$ cat src/rtl/gp_arbiter.sv
// Round-robin arbiter sharing the graphics painter between NUM_REQ drawing clients.
// Optional coordinate clipping and out-of-screen command dropping: define GP_ARB_CLIP_EN.
module gp_arbiter #(
    parameter int unsigned NUM_REQ = 4,
    parameter int unsigned SCR_W   = 640,
    parameter int unsigned SCR_H   = 480
) (
    input  logic                  clk,
    input  logic                  rst_n,
    input  logic [NUM_REQ-1:0]    req,
    input  logic [NUM_REQ-1:0]    req_opcode,
    input  logic [NUM_REQ*10-1:0] req_tl_x,
    input  logic [NUM_REQ*9-1:0]  req_tl_y,
    input  logic [NUM_REQ*10-1:0] req_br_x,
    input  logic [NUM_REQ*9-1:0]  req_br_y,
    input  logic [NUM_REQ*12-1:0] req_arg,
    output logic [NUM_REQ-1:0]    done,
    output logic                  busy,
    output logic [2:0]            grant_id,
    input  logic                  gp_finish,
    output logic                  gp_en,
    output logic                  gp_opcode,
    output logic [9:0]            gp_tl_x,
    output logic [8:0]            gp_tl_y,
    output logic [9:0]            gp_br_x,
    output logic [8:0]            gp_br_y,
    output logic [11:0]           gp_arg
);

    localparam int unsigned IdxW = (NUM_REQ > 1) ? $clog2(NUM_REQ) : 1;

    if (NUM_REQ < 2 || NUM_REQ > 8 || SCR_W > 1024 || SCR_H > 512 || SCR_W < 1 || SCR_H < 1)
    begin : g_bad_cfg
        $error("gp_arbiter: unsupported parameter set");
    end

`ifdef GP_ARB_CLIP_EN
    localparam logic [9:0] MaxX = 10'(SCR_W - 1);
    localparam logic [8:0] MaxY = 9'(SCR_H - 1);

    typedef enum logic [1:0] {StIdle, StIssue, StRelease, StDrop} state_e;
`else
    typedef enum logic [1:0] {StIdle, StIssue, StRelease} state_e;
`endif

    state_e       state;
    logic [2:0]   rr_ptr;

    logic         win_found;
    logic [2:0]   win_idx;
    logic         win_opcode;
    logic [9:0]   win_tl_x;
    logic [8:0]   win_tl_y;
    logic [9:0]   win_br_x;
    logic [8:0]   win_br_y;
    logic [11:0]  win_arg;
    logic         win_drop;

    logic [NUM_REQ-1:0] owner_onehot;
    logic [2:0]         ptr_next;

    // Scan from rr_ptr upward with wrap; the first requester found wins.
    always_comb begin
        int unsigned      cand;
        logic [IdxW-1:0]  ci;
        win_found  = 1'b0;
        win_idx    = '0;
        win_opcode = 1'b0;
        win_tl_x   = '0;
        win_tl_y   = '0;
        win_br_x   = '0;
        win_br_y   = '0;
        win_arg    = '0;
        cand       = 0;
        ci         = '0;
        for (int unsigned i = 0; i < NUM_REQ; i++) begin
            cand = 32'(rr_ptr) + i;
            if (cand >= NUM_REQ) cand = cand - NUM_REQ;
            ci = cand[IdxW-1:0];
            if (!win_found && req[ci]) begin
                win_found  = 1'b1;
                win_idx    = 3'(cand);
                win_opcode = req_opcode[ci];
                win_tl_x   = req_tl_x[10*ci +: 10];
                win_tl_y   = req_tl_y[9*ci +: 9];
                win_br_x   = req_br_x[10*ci +: 10];
                win_br_y   = req_br_y[9*ci +: 9];
                win_arg    = req_arg[12*ci +: 12];
            end
        end
`ifdef GP_ARB_CLIP_EN
        if (win_br_x > MaxX) win_br_x = MaxX;
        if (win_br_y > MaxY) win_br_y = MaxY;
        win_drop = (win_tl_x > MaxX) || (win_tl_y > MaxY);
`else
        win_drop = 1'b0;
`endif
    end

    always_comb begin
        for (int unsigned i = 0; i < NUM_REQ; i++) begin
            owner_onehot[i] = (grant_id == 3'(i));
        end
    end

    assign ptr_next = (grant_id == 3'(NUM_REQ - 1)) ? 3'd0 : grant_id + 3'd1;
    assign busy     = (state != StIdle);

    always_ff @(posedge clk) begin
        if (!rst_n) begin
            state     <= StIdle;
            rr_ptr    <= '0;
            done      <= '0;
            grant_id  <= '0;
            gp_en     <= 1'b0;
            gp_opcode <= 1'b0;
            gp_tl_x   <= '0;
            gp_tl_y   <= '0;
            gp_br_x   <= '0;
            gp_br_y   <= '0;
            gp_arg    <= '0;
        end else begin
            done <= '0;
            unique case (state)
                StIdle: begin
                    // A painter still holding finish from a previous command blocks new grants.
                    if (win_found && !gp_finish) begin
                        grant_id <= win_idx;
                        if (win_drop) begin
`ifdef GP_ARB_CLIP_EN
                            state <= StDrop;
`endif
                        end else begin
                            gp_en     <= 1'b1;
                            gp_opcode <= win_opcode;
                            gp_tl_x   <= win_tl_x;
                            gp_tl_y   <= win_tl_y;
                            gp_br_x   <= win_br_x;
                            gp_br_y   <= win_br_y;
                            gp_arg    <= win_arg;
                            state     <= StIssue;
                        end
                    end
                end
                StIssue: begin
                    if (gp_finish) begin
                        gp_en <= 1'b0;
                        state <= StRelease;
                    end
                end
                StRelease: begin
                    if (!gp_finish) begin
                        done   <= owner_onehot;
                        rr_ptr <= ptr_next;
                        state  <= StIdle;
                    end
                end
`ifdef GP_ARB_CLIP_EN
                StDrop: begin
                    done   <= owner_onehot;
                    rr_ptr <= ptr_next;
                    state  <= StIdle;
                end
`endif
                default: state <= StIdle;
            endcase
        end
    end

endmodule
$ cat config.mk
export PLATFORM = sky130hd
export DESIGN_NAME = gp_arbiter
export DESIGN_NICKNAME = d
export VERILOG_FILES = /design/src/rtl/gp_arbiter.sv
export SDC_FILE = /design/constraint.sdc
export NUM_CORES = 1
export LEC_CHECK = 0
export ABC_CLOCK_PERIOD_IN_PS = 4200
export CAP_MARGIN = 30
export CELL_PAD_IN_SITES_DETAIL_PLACEMENT = 0
export CELL_PAD_IN_SITES_GLOBAL_PLACEMENT = 2
export CORE_AREA = 2 2 247 127
export DETAILED_ROUTE_END_ITERATION = 10
export DIE_AREA = 0 0 249 129
export GPL_ROUTABILITY_DRIVEN = 0
export PLACE_DENSITY_LB_ADDON = 0.1
export SLEW_MARGIN = 0
export SYNTH_ARGS = -nofsm -noshare
export SYNTH_HDL_FRONTEND = slang
export SYNTH_SLANG_ARGS = --single-unit
$ cat constraint.sdc
create_clock -name clk -period 4.2 [get_ports clk]
set_input_delay 1.26 -clock clk [delete_from_list [all_inputs] [get_ports clk]]
set_output_delay 1.26 -clock clk [all_outputs]
set_load 0.005 [all_outputs]
# == After elaboration in Yosys (flattened, before gate mapping) ==
# Index checks and enable logic that the tools add are counted.
# op_classes
magnitude_cmp,8
bitwise_logic,3
shift,20
n_addsub,8
n_mul,12
n_eq_ne,8
reduce_logical,17
n_mux,60
# op_table
cell,n
40-bit by 7-bit variable part select with 10-bit output,8
36-bit by 7-bit variable part select with 9-bit output,8
48-bit by 7-bit variable part select with 12-bit output,4
10-bit 2-to-1 mux,8
9-bit 2-to-1 mux,8
12-bit 2-to-1 mux,4
3-bit 2-to-1 mux,9
"4-bit by 2-bit multiplier with 6-bit output, first input constant",4
"3-bit by 2-bit multiplier with 5-bit output, first input constant",4
1-bit 2-to-1 mux,18
1-bit binary-select mux with 2-bit select,8
"2-bit by 2-bit multiplier with 4-bit output, first input constant",4
"4-bit by 3-bit greater-or-equal comparator with 1-bit output, second input constant",3
"2-bit by 3-bit < comparator with 1-bit output, second input constant",4
"3-bit subtractor, second input constant",4
"3-bit by 2-bit adder with 4-bit output, second input constant",2
"3-bit by 2-bit equality test with 1-bit output, second input constant",2
2-bit 2-to-1 mux,3
"2-bit inequality test, second input constant",3
2-bit case mux with 3 select lines,1
3-bit AND reduction,2
"3-bit by 1-bit adder with 4-bit output, second input constant",1
1-bit logical AND,4
1-bit logical NOT,4
other kinds (12),16
# totals
elab_cells,147
regBits,64

# == Depth between registers and ports, before layout ==
# depth
word_depth,17
depth_mapped,14
mapped_depth_nobuf,7

# == Worst setup path before layout ==
# No wires, ideal clock.
# synth_timing
path_type,register to register
start,register rr_ptr[0]
end,register gp_arg[11]
path_stages_with_launch,14
t_arrival_ns,2.980
required_ns,4.126
setup_slack_ns,1.146
n_path_buf,6
path_cell_list,dfxtp_1 > buf_6 > buf_2 > buf_4 > buf_4 > inv_1 > ha_1 > buf_4 > mux4_2 > nor2b_2 > nor2_2 > buf_2 > a221o_1 > a31oi_1
# synth_between
elab_chain_len,16
elab_cells_between_ends,47
# synth_lines
element,line_no,rtl
start: declaration,47,logic [2:0] rr_ptr;
start signal: assignment,154,rr_ptr <= ptr_next;
"parallel branches: the longest is 16 deep, another holds 3-bit by 1-bit adder with 4-bit output",n/a,
end signal: assignment,140,gp_arg <= win_arg;
end: declaration,27,output logic [11:0] gp_arg
# Several ways; the timed one is not identified. The select of a mux whose other input is x is not followed.
# A chain may end at the register's enable or synchronous reset.

# == Worst setup path in the final report ==
# layout_timing
start,input port req[2]
end,register gp_arg[11]
# layout_between
elab_chain_len,14
elab_cells_between_ends,24
# layout_lines
element,line_no,rtl
start: declaration,10,"input logic [NUM_REQ-1:0] req,"
1-bit binary-select mux with 2-bit select,80,if (!win_found && req[ci]) begin
1-bit 2-to-1 mux (implied by the code),80,
1-bit 2-to-1 mux,80,
1-bit logical NOT,80,
1-bit logical AND,80,
1-bit 2-to-1 mux,80,
1-bit logical NOT,80,
1-bit logical AND,80,
1-bit 2-to-1 mux,80,
1-bit logical NOT,80,
1-bit logical AND,80,
1-bit 2-to-1 mux,80,
1-bit logical AND,127,if (win_found && !gp_finish) begin
2-bit AND reduction (no source line),n/a,
# Parallel ways exist; a longest one is shown, timed or not. The select of a mux whose other input is x is not followed.

==> impl_metrics.prom <==
# TYPE chip_impl_metric gauge
chip_impl_metric{name="timing.final.hold_violations",unit=""} 0
chip_impl_metric{name="ios",unit=""} 271
chip_impl_info{name="cp-startpoint",value="req[2]"} 1
chip_impl_metric{name="power_leakage",unit="nW"} 3.85
chip_impl_info{name="synth_flop_cell",value="sky130_fd_sc_hd__dfxtp_1"} 1
chip_impl_metric{name="cp_slowest_stage_delay",unit="ns"} 0.56
chip_impl_info{name="critical_path.endpoint_type",value="register"} 1
chip_impl_metric{name="fin_worst_skew",unit="ns"} 0.00756
chip_impl_metric{name="worstPathMaxFanout",unit=""} 35
chip_impl_metric{name="report.final.slew_viol_count",unit=""} 0
chip_impl_metric{name="routed_wire_length_per_instance",unit="um"} 24.4
chip_impl_info{name="r2r-start",value="rr_ptr[1]"} 1
chip_impl_metric{name="detail_route.iter0.violations",unit=""} 620
chip_impl_metric{name="worst_hold_path.num_cells",unit=""} 2
chip_impl_metric{name="timing.final.crit_share",unit=""} 0.826
chip_impl_metric{name="ys_seq_elements",unit=""} 64
chip_impl_info{name="rsz0062_at_grt",value="false"} 1
chip_impl_metric{name="cts_repair_resize_count",unit=""} 0
chip_impl_info{name="most-common-layout-cells",value="sky130_fd_sc_hd__clkdlybuf4s50_1 (269), sky130_fd_sc_hd__mux4_2 (208), sky130_fd_sc_hd__nand2_1 (109)"} 1
chip_impl_metric{name="power.share.sequential",unit=""} 0.274
chip_impl_metric{name="synth.yosys.seq_area_share",unit=""} 0.144
chip_impl_metric{name="die_h",unit="um"} 129
chip_impl_metric{name="clock_latency",unit="ns"} 0.37
chip_impl_metric{name="layout_min_cycle_time",unit="ns"} 3.47
chip_impl_metric{name="num_rows",unit=""} 45
chip_impl_metric{name="share_comb_of_total_power",unit=""} 0.417
chip_impl_metric{name="pwr_density_cell",unit="nW/um^2"} 209
chip_impl_metric{name="p_sw",unit="uW"} 835
chip_impl_metric{name="cap_violations",unit=""} 0
chip_impl_metric{name="detailroute.via_count",unit=""} 8662
chip_impl_metric{name="setup_viol",unit=""} 0
chip_impl_metric{name="fraction_of_registers_with_async_set_reset",unit=""} 0
chip_impl_metric{name="grt_max_degree",unit=""} 58
chip_impl_info{name="mostFrequentLayoutCell",value="sky130_fd_sc_hd__clkdlybuf4s50_1"} 1
chip_impl_metric{name="cts.clk_slew.worst_paths",unit="ns"} 0.06
chip_impl_info{name="cpLargestDelayFamily",value="buffers and inverters"} 1
chip_impl_info{name="timing.critical_path.mode_cell",value="sky130_fd_sc_hd__buf_4"} 1
chip_impl_metric{name="drtAntennaViolNets",unit=""} 0
chip_impl_metric{name="detail_route.vias_per_cell",unit=""} 6.08
chip_impl_metric{name="die_w",unit="um"} 249
chip_impl_metric{name="postCtsSetupRepairBufs",unit=""} 0
chip_impl_metric{name="postLayoutCoreUtil",unit=""} 0.409
chip_impl_metric{name="fmax",unit="GHz"} 0.288
chip_impl_metric{name="remaining_drc_errors",unit=""} 0
chip_impl_metric{name="synthesis.area",unit="um^2"} 8890
chip_impl_metric{name="dpl_worst_slack",unit="ns"} 0.358
chip_impl_metric{name="all_layer_gr_usage",unit=""} 0.216
chip_impl_info{name="cp-start-kind",value="primary input"} 1
chip_impl_info{name="min_from",value="gp_en"} 1
chip_impl_metric{name="number_of_global_route_vias_before_repair",unit=""} 8512
chip_impl_metric{name="die_area",unit="um^2"} 32100
chip_impl_metric{name="sw_frac_of_total",unit=""} 0.326
chip_impl_metric{name="hold_buffers",unit=""} 0
chip_impl_metric{name="tritoncts.num_buffers",unit=""} 9
chip_impl_metric{name="placeableCoreArea",unit="um^2"} 29900
chip_impl_info{name="criticalPathCategory",value="in -> reg"} 1
chip_impl_metric{name="synth_fp_nets",unit=""} 1024
chip_impl_metric{name="h-tree-depth",unit=""} 3
chip_impl_metric{name="reg2reg_slack",unit="ns"} 0.85
chip_impl_metric{name="finalNetCount",unit=""} 1236
chip_impl_metric{name="ir_drop",unit="mV"} 0.174
chip_impl_metric{name="io_buffer_count",unit=""} 270
chip_impl_info{name="holdPathEnd",value="gp_en"} 1
chip_impl_info{name="cts_tree",value="built"} 1
chip_impl_metric{name="initial_util",unit=""} 0.297
chip_impl_metric{name="reg2regPathDepth",unit=""} 8
chip_impl_metric{name="worst-endpoint-required",unit="ns"} 4.43
chip_impl_metric{name="crit_buf_inv",unit=""} 3
chip_impl_metric{name="cts_sinks",unit=""} 64
chip_impl_metric{name="areaGrowthSynthToFinish",unit="%"} 37.6
chip_impl_metric{name="count_of_flip_flops_with_a_built_in_enable_after_synthesis",unit=""} 0
chip_impl_info{name="hp-class",value="reg -> reg"} 1
chip_impl_info{name="outcome",value="completed"} 1
chip_impl_metric{name="synth.avg_cell_area",unit="um^2"} 11.0
chip_impl_metric{name="final_layout_size_suffix_gt1_frac",unit=""} 0.266
chip_impl_metric{name="p_int",unit="mW"} 1.73
chip_impl_info{name="timing.rr.end",value="gp_arg[11]"} 1
chip_impl_metric{name="place.detailed.hpwl",unit="um"} 23500
chip_impl_info{name="clock-root-buffer",value="sky130_fd_sc_hd__clkbuf_16"} 1
chip_impl_metric{name="yosys_warnings",unit=""} 0
chip_impl_metric{name="cts_buffer_depth",unit=""} 2
chip_impl_metric{name="synth_cells",unit=""} 807
chip_impl_metric{name="timing_worst_slew_pin_value",unit="ns"} 0.871
chip_impl_metric{name="worst_slew_margin_rel",unit=""} 0.413
chip_impl_metric{name="setup-tns-final",unit="ns"} 0
chip_impl_info{name="crit_path_cell_trace",value="clkdlybuf4s50_1 > mux4_2 > buf_4 > nor3_4 > buf_4 > a221o_1 > a31oi_1"} 1
chip_impl_metric{name="drt-total-wl",unit="um"} 34800
chip_impl_metric{name="synthDistinctLibCells",unit=""} 46
chip_impl_metric{name="antenna_found_initial",unit=""} 2
chip_impl_metric{name="wire_length_of_the_first_global_routing_pass",unit="um"} 53100
chip_impl_metric{name="grt_overflow",unit=""} 0
chip_impl_metric{name="clockPowerShare",unit=""} 0.309
chip_impl_metric{name="firstDrtPassIters",unit=""} 5
chip_impl_metric{name="worst-endpoint-arrival",unit="ns"} 3.70
chip_impl_info{name="slowest_stage",value="sky130_fd_sc_hd__mux4_2"} 1
chip_impl_metric{name="final.setup.worst_slack",unit="ns"} 0.730
## metrics by stage
step	hold slack, ns	std cells	power [mW]	cell area, um^2
after floorplan	0.441	807	1.24	8890
after global placement	0.458	1404	1.78	11900
after detailed placement	0.466	1406	1.78	11900
after CTS	0.478	1422	2.59	12200
after global routing	0.508	1423	2.70	12200
final	0.476	1424	2.56	12200
## state kept, by name, indices dropped and copies added, names as in the netlist
register   flops
done           4
gp_arg        12
gp_br_x       10
gp_br_y        9
gp_en          1
gp_opcode      1
gp_tl_x       10
gp_tl_y        9
grant_id       3
rr_ptr         3
state          2
## worst register-to-register path, cell delays in order (launching register included)
cell and delay, ns:
sky130_fd_sc_hd__dfxtp_4 0.58, sky130_fd_sc_hd__inv_1 0.17, sky130_fd_sc_hd__ha_4 0.54, sky130_fd_sc_hd__mux4_2 0.59
sky130_fd_sc_hd__buf_4 0.28, sky130_fd_sc_hd__nor3_4 0.23, sky130_fd_sc_hd__buf_4 0.48, sky130_fd_sc_hd__a221o_1 0.27
sky130_fd_sc_hd__a31oi_1 0.08
## how the worst max path moves through the flow
stage                      end  cells past startpoint
floorplan           gp_arg[11]                     13
global placement    gp_br_y[8]                      7
detailed placement  gp_br_x[9]                      8
CTS                 gp_br_x[9]                      8
global route        gp_br_y[2]                      7
finish              gp_arg[11]                      7
## final cells by class
type                    instances  area [um^2]
well taps                     399          499
clock buffers                  14          284
fillers                      2834        17700
repair buffers                301         3020
flip-flops and latches         64         1290
clock inverters                 2         12.5
inverters                       4         15.0
multi-input cells             639         7120
diodes                          1         2.50
## synthesized netlist by cell type (3+ instances only)
cell                       number  area, um^2
sky130_fd_sc_hd__buf_4          8        60.1
sky130_fd_sc_hd__ha_1           6        75.1
sky130_fd_sc_hd__o21ai_0       62         310
sky130_fd_sc_hd__inv_1          4        15.0
sky130_fd_sc_hd__mux2i_1        4        40.0
sky130_fd_sc_hd__and2_1         6        37.5
sky130_fd_sc_hd__clkbuf_1      42         158
sky130_fd_sc_hd__a21oi_1       92         460
sky130_fd_sc_hd__buf_2         42         210
sky130_fd_sc_hd__a31oi_1        7        43.8
sky130_fd_sc_hd__nor2_1        54         203
sky130_fd_sc_hd__a21boi_0       4        30.0
sky130_fd_sc_hd__nand2_1      110         413
sky130_fd_sc_hd__dfxtp_1       64        1280
sky130_fd_sc_hd__nor3_2         3        30.0
sky130_fd_sc_hd__a221o_1       50         500
sky130_fd_sc_hd__mux4_2       208        4680
sky130_fd_sc_hd__buf_6          6        67.6
## power groups by stage
stage / Combinational, mW / Clock (mW) / Sequential (mW)
5_1_grt: 1.15 / 0.839 / 0.708
3_5_place_dp: 1.06 / 0 / 0.715
4_1_cts: 1.07 / 0.819 / 0.703
2_1_floorplan: 0.538 / 0 / 0.703
6_report: 1.07 / 0.791 / 0.703
3_3_place_gp: 1.06 / 0 / 0.718
## per-layer routing
| metal | vias to the layer above | track usage | wire (um) |
|---|---|---|---|
| met5 | - | 0 | 12 |
| met4 | 2 | 0.0428 | 366 |
| met3 | 33 | 0.0696 | 3040 |
| met2 | 401 | 0.316 | 15100 |
| met1 | 4464 | 0.313 | 16300 |
| li1 | 3762 | - | - |
## kinds of logic after synthesis
group / after synthesis / share of synthesized area
buffers and inverters: 104 / 0.0583
XOR/XNOR: 1 / 0.000985
AND/OR/NAND/NOR: 192 / 0.0932
adder cells (fa/ha/maj): 6 / 0.00844
multiplexers: 214 / 0.534
flip-flops: 64 / 0.144
AO/OA/AOI/OAI: 226 / 0.161
(Power assumes the default switching activity.)
